$ cat config.mk
export PLATFORM = sky130hd
export DESIGN_NAME = clk_div_ctrl
export DESIGN_NICKNAME = d
export VERILOG_FILES = /design/src/rtl/clk_div_ctrl.sv
export SDC_FILE = /design/constraint.sdc
export NUM_CORES = 1
export LEC_CHECK = 0
export BUFFER_PORTS_ARGS = -buffer_cell sky130_fd_sc_hd__buf_2
export CORE_MARGIN = 1.5
export CORE_UTILIZATION = 61
export DETAILED_ROUTE_END_ITERATION = 6
export PLACE_DENSITY = 0.81
export SYNTH_ARGS = -nofsm -noshare
export SYNTH_HDL_FRONTEND = slang
export SYNTH_SLANG_ARGS = --single-unit
$ cat constraint.sdc
create_clock -name clk -period 7.55 [get_ports clk]
set_clock_uncertainty 0.15 [all_clocks]
set_input_delay 0.3775 -clock clk [delete_from_list [all_inputs] [get_ports clk]]
set_output_delay 0.3775 -clock clk [all_outputs]
set_load 0.01 [all_outputs]
$ cat src/rtl/clk_div_ctrl.sv
// clk_div_ctrl: programmable clock divider with a ready/valid divisor load port.
// A new divisor is accepted at any time and takes effect at the next period
// boundary, so the output waveform never shows a truncated or stretched period.
//
// Ports:
//   clk        system clock, all logic on the rising edge
//   rst_n      asynchronous active-low reset
//   en         level enable: 1 runs the divider, 0 stops it
//   cfg_valid  divisor offered on cfg_div
//   cfg_div    offered divisor (CNT_W bits), must be >= 2
//   cfg_ready  controller can accept a divisor (low while one is pending)
//   cfg_err    one-cycle pulse after an illegal (<2) divisor was accepted and dropped
//   clk_div_o  divided clock: low for ceil(div/2) cycles, then high
//   tick_o     one-cycle pulse on the last cycle of each divided period
//   div_act_o  divisor currently in effect
module clk_div_ctrl #(
  parameter int unsigned CNT_W       = 16,
  parameter int unsigned DEFAULT_DIV = 10
) (
  input  logic             clk,
  input  logic             rst_n,
  input  logic             en,
  input  logic             cfg_valid,
  input  logic [CNT_W-1:0] cfg_div,
  output logic             cfg_ready,
  output logic             cfg_err,
  output logic             clk_div_o,
  output logic             tick_o,
  output logic [CNT_W-1:0] div_act_o
);

  localparam int unsigned EXT_W = CNT_W + 1;
  localparam logic [CNT_W-1:0] DIV_RST = CNT_W'(DEFAULT_DIV);

  typedef enum logic [1:0] {
    IDLE = 2'd0,
    RUN  = 2'd1,
    PEND = 2'd2
  } state_t;

  state_t           state_q, state_d;
  logic [CNT_W-1:0] cnt_q, cnt_d;
  logic [CNT_W-1:0] div_d;
  logic [CNT_W-1:0] pend_q, pend_d;
  logic [CNT_W-1:0] half_d;
  logic             hs_c;
  logic             legal_c;
  logic             wrap_c;
  logic             run_d;
  logic             clk_div_d;
  logic             tick_d;
  logic             err_d;

  // State, counter and divisor registers
  always_ff @(posedge clk or negedge rst_n) begin
    if (!rst_n) begin
      state_q   <= IDLE;
      cnt_q     <= '0;
      div_act_o <= DIV_RST;
      pend_q    <= '0;
      clk_div_o <= 1'b0;
      tick_o    <= 1'b0;
      cfg_err   <= 1'b0;
      cfg_ready <= 1'b1;
    end else begin
      state_q   <= state_d;
      cnt_q     <= cnt_d;
      div_act_o <= div_d;
      pend_q    <= pend_d;
      clk_div_o <= clk_div_d;
      tick_o    <= tick_d;
      cfg_err   <= err_d;
      cfg_ready <= (state_d != PEND);
    end
  end

  // Next-state, counter and output decode
  always_comb begin
    state_d = state_q;
    cnt_d   = cnt_q;
    div_d   = div_act_o;
    pend_d  = pend_q;

    hs_c    = cfg_valid && cfg_ready;
    legal_c = (cfg_div >= CNT_W'(2));
    wrap_c  = (cnt_q == div_act_o - CNT_W'(1));
    err_d   = hs_c && !legal_c;

    case (state_q)
      IDLE: begin
        cnt_d = '0;
        if (hs_c && legal_c) div_d = cfg_div;
        if (en) state_d = RUN;
      end
      RUN: begin
        if (!en) begin
          // Stopping: a divisor offered on the same edge lands directly
          state_d = IDLE;
          cnt_d   = '0;
          if (hs_c && legal_c) div_d = cfg_div;
        end else begin
          cnt_d = wrap_c ? '0 : cnt_q + CNT_W'(1);
          if (hs_c && legal_c) begin
            pend_d  = cfg_div;
            state_d = PEND;
          end
        end
      end
      PEND: begin
        if (!en) begin
          state_d = IDLE;
          cnt_d   = '0;
          div_d   = pend_q;
        end else if (wrap_c) begin
          // Period boundary: switch to the held divisor
          state_d = RUN;
          cnt_d   = '0;
          div_d   = pend_q;
        end else begin
          cnt_d = cnt_q + CNT_W'(1);
        end
      end
      default: begin
        state_d = IDLE;
        cnt_d   = '0;
      end
    endcase

    // Outputs are decoded from next-cycle values so the flops match that cycle's counter;
    // the half-period sum is one bit wider so the maximum divisor cannot overflow
    run_d     = (state_d != IDLE);
    half_d    = CNT_W'((EXT_W'(div_d) + EXT_W'(1)) >> 1);
    clk_div_d = run_d && (cnt_d >= half_d);
    tick_d    = run_d && (cnt_d == div_d - CNT_W'(1));
  end

endmodule

==> results_dict.tcl <==
set metrics [dict create \
    status "finished, final reports clean" \
    min_path_type "in -> async" \
    peakVddDrop_mv 0.123 \
    place.gp.congestion 0.964 \
    ant_nets 0 \
    grt.overflow.total 0 \
    clock_path_buffers 2 \
    final_nets 600 \
    maxSlewViolCount 0 \
    grt_usage_pct 33.0 \
    syn_nets 575 \
    dr.pass1.iters 6 \
    syn-mean-instance-area_um2 8.56 \
    post_cts_resized 0 \
    drc 0 \
    cts.reportedPaths.clkPinSlew_ns 0.10 \
    yosysWarnings 0 \
    cts.sinks 54 \
    clk-insertion-delay-late_ns 0.31 \
    vias_per_cell 6.40 \
    cts_tree "built" \
    grt_max_degree 55 \
    netlist_instances 531 \
    p_leak_nw 2.17 \
    num_vias 4199 \
    chipWidth_um 89.3 \
    finalSetupViolCount 0 \
    io_buffers 39 \
    dieArea_um2 7980 \
    core_area_um2 7210 \
    required_ns 7.60 \
    yosysSeqAreaShare_pct 29.8 \
    grt_pass1_wl_um 20200 \
    synth_ff_type "dfrtp_1" \
    rsz0062_at_grt "false" \
    fmaxAchievable_mhz 161 \
    drv_cap 0 \
    min_period_ns 6.20 \
    cts_buffers 5 \
    power.density_nw_per_um2 370 \
    synth_area_um2 4550 \
    n_antenna_cell 0 \
    crit_path_end_kind "flip-flop" \
    antenna_found_initial 0 \
    ys_seq_elements 54 \
    finalSetupTns_ns 0 \
    startpoint_type "flip-flop" \
    instances_no_fill 656 \
    postCtsSetupRepairBufs 0 \
    synth_cell_types 75 \
    async_flop_share_pct 100 \
    crit_type "reg -> reg" \
    routed_wl_um 12500 \
    relSlewSlack_pct 27.1 \
    dp_hpwl_um 9700 \
    grt_pass1_vias 4124 \
    crit_arrival_ns 6.25 \
    fin_crit_sh_pct 82.1 \
    hold_violations 0 \
    drive_gt1_share_pct 16.0 \
    area_growth_pct 7.29 \
    ctsRootBufferMaster "clkbuf_8" \
    htree_levels 2 \
    drt-initial-drc-count 234 \
    start_util_pct 63.0 \
    placed_cells 648 \
    drt-wirelength-per-cell_um 19.1 \
    worst_slew_pin_slew_ns 1.09 \
    synth-edff-count 0 \
    fp-row-count 31 \
    cts_hold_buf 0 \
    io_pins 40 \
    crit_fanout 19 \
    dieHeight_um 89.3 \
]
worst paths after layout:
path,depth (start not counted),slack [ns],to,startpoint
worst max-delay path,23,1.35,clk_div_o,div_act_o[1]
worst min-delay path,2,0.04,state_q[0],rst_n
worst max register to register,23,1.35,clk_div_o,div_act_o[1]
worst min register to register,1,0.37,pend_q[8],pend_q[8]
max in group asynchronous,2,6.71,div_act_o[0],rst_n
min in group clk,2,0.18,pend_q[8],cfg_div[8]
Yosys cell counts, drive strengths merged (11+ instances only):
cell,n,area [µm²]
a21oi,21,105
and3,14,92.6
clkbuf,19,71.3
dfrtp,51,1280
ha,24,300
inv,24,90.1
mux2,17,191
nand2,53,199
nand3,33,165
nand4,11,68.8
nor2,43,161
nor3,14,75.1
nor4,12,93.8
o21ai,11,55.1
xnor2,36,323
xor2,24,210
through the flow:
step / power, mW / utilization, % / cell area (µm²) / hold WS [ns] / setup slack (ns)
after detailed placement: 1.61 / 66.3 / 4780 / 0.350 / 1.37
after CTS: 1.79 / 67.6 / 4880 / 0.0842 / 1.35
after global routing: 1.94 / 67.6 / 4880 / 0.116 / 0.928
after floorplan: 1.31 / - / 4550 / -0.0681 / 1.61
after global placement: 1.57 / 66.3 / 4780 / 0.341 / 1.44
final: 1.81 / 67.6 / 4880 / 0.0420 / 1.35
flip-flops by register name (all words and copies together), names as in the netlist:
name,flops
cnt_q,16
div_act_o,16
tick_o,1
state_q,2
clk_div_o,1
cfg_ready,1
cfg_err,1
pend_q,16
power breakdown:
part | switching (mW) | internal, mW | total, mW
Clock | 0.0985 | 0.0740 | 0.172
Combinational | 0.663 | 0.458 | 1.12
Sequential | 0.131 | 0.381 | 0.512
Total | 0.892 | 0.914 | 1.81
kinds of logic after synthesis:
| kind of cell | synth area share (%) |
|---|---|
| mux | 5.75 |
| compound gates | 17.3 |
| flops | 29.8 |
| xor+xnor | 11.7 |
| fa+ha+maj | 6.60 |
| simple gates | 24.0 |
| buf+inv | 4.87 |
metal layers:
layer  up-vias  GRT usage, %  share of wire (%)
li1       1978             -                  -
met1      2015          43.5                 44
met2       172          54.7                 48
met3        34          4.71                5.9
met4         0          13.0                2.6
met5         -             0                  0
layout by cell type (no fill, tap or decap), types with 3 or more instances in the layout:
master     n
a31oi_1    4
ha_1      24
inv_1     23
a222oi_1   3
mux2i_1    7
buf_2     39
a211oi_1   4
or4_1      4
and3_1    13
clkbuf_8   6
o21ai_0   11
nand4_1   11
xor2_1    24
nor3_1    13
dfstp_2    3
nor2_1    43
a22oi_1   10
o31ai_1    3
nor2b_1    4
nor4_2     3
and4_1     3
a211o_1    4
nand2_1   53
nor4_1     9
a21o_1    10
nor3b_1    3
mux2_2    17
a221o_1    3
a21oi_1   21
o22ai_1    4
dfrtp_1   51
o211ai_1   3
nand3_1   33
buf_4      6
xnor2_1   35
layout make-up:
class                      count  area (µm²)
tap                           99         124
timing repair buffer          45         240
clock buffer                   6        82.6
inverter                      25        93.8
clock inverter                 2        12.5
fill                         622        2340
multi-input combinational    425        2970
sequential                    54        1360
critical path, cell delays in order, from the launching register on:
cell      delay, ns
dfstp_2        0.59
inv_1          0.06
ha_1           0.28
xnor2_1        0.13
or4_1          0.52
or4_1          0.56
or4_4          0.68
and3_4         0.28
a211o_1        0.40
inv_1          0.09
ha_1           0.28
ha_1           0.28
nand2b_1       0.14
a21o_1         0.18
a21o_1         0.17
a21o_1         0.17
a21o_1         0.16
a21o_1         0.17
a21o_1         0.17
a21oi_1        0.17
o21ai_0        0.11
a21oi_1        0.15
o21a_1         0.13
o21ai_0        0.08
Note: power is estimated with default switching activity, not from simulation.
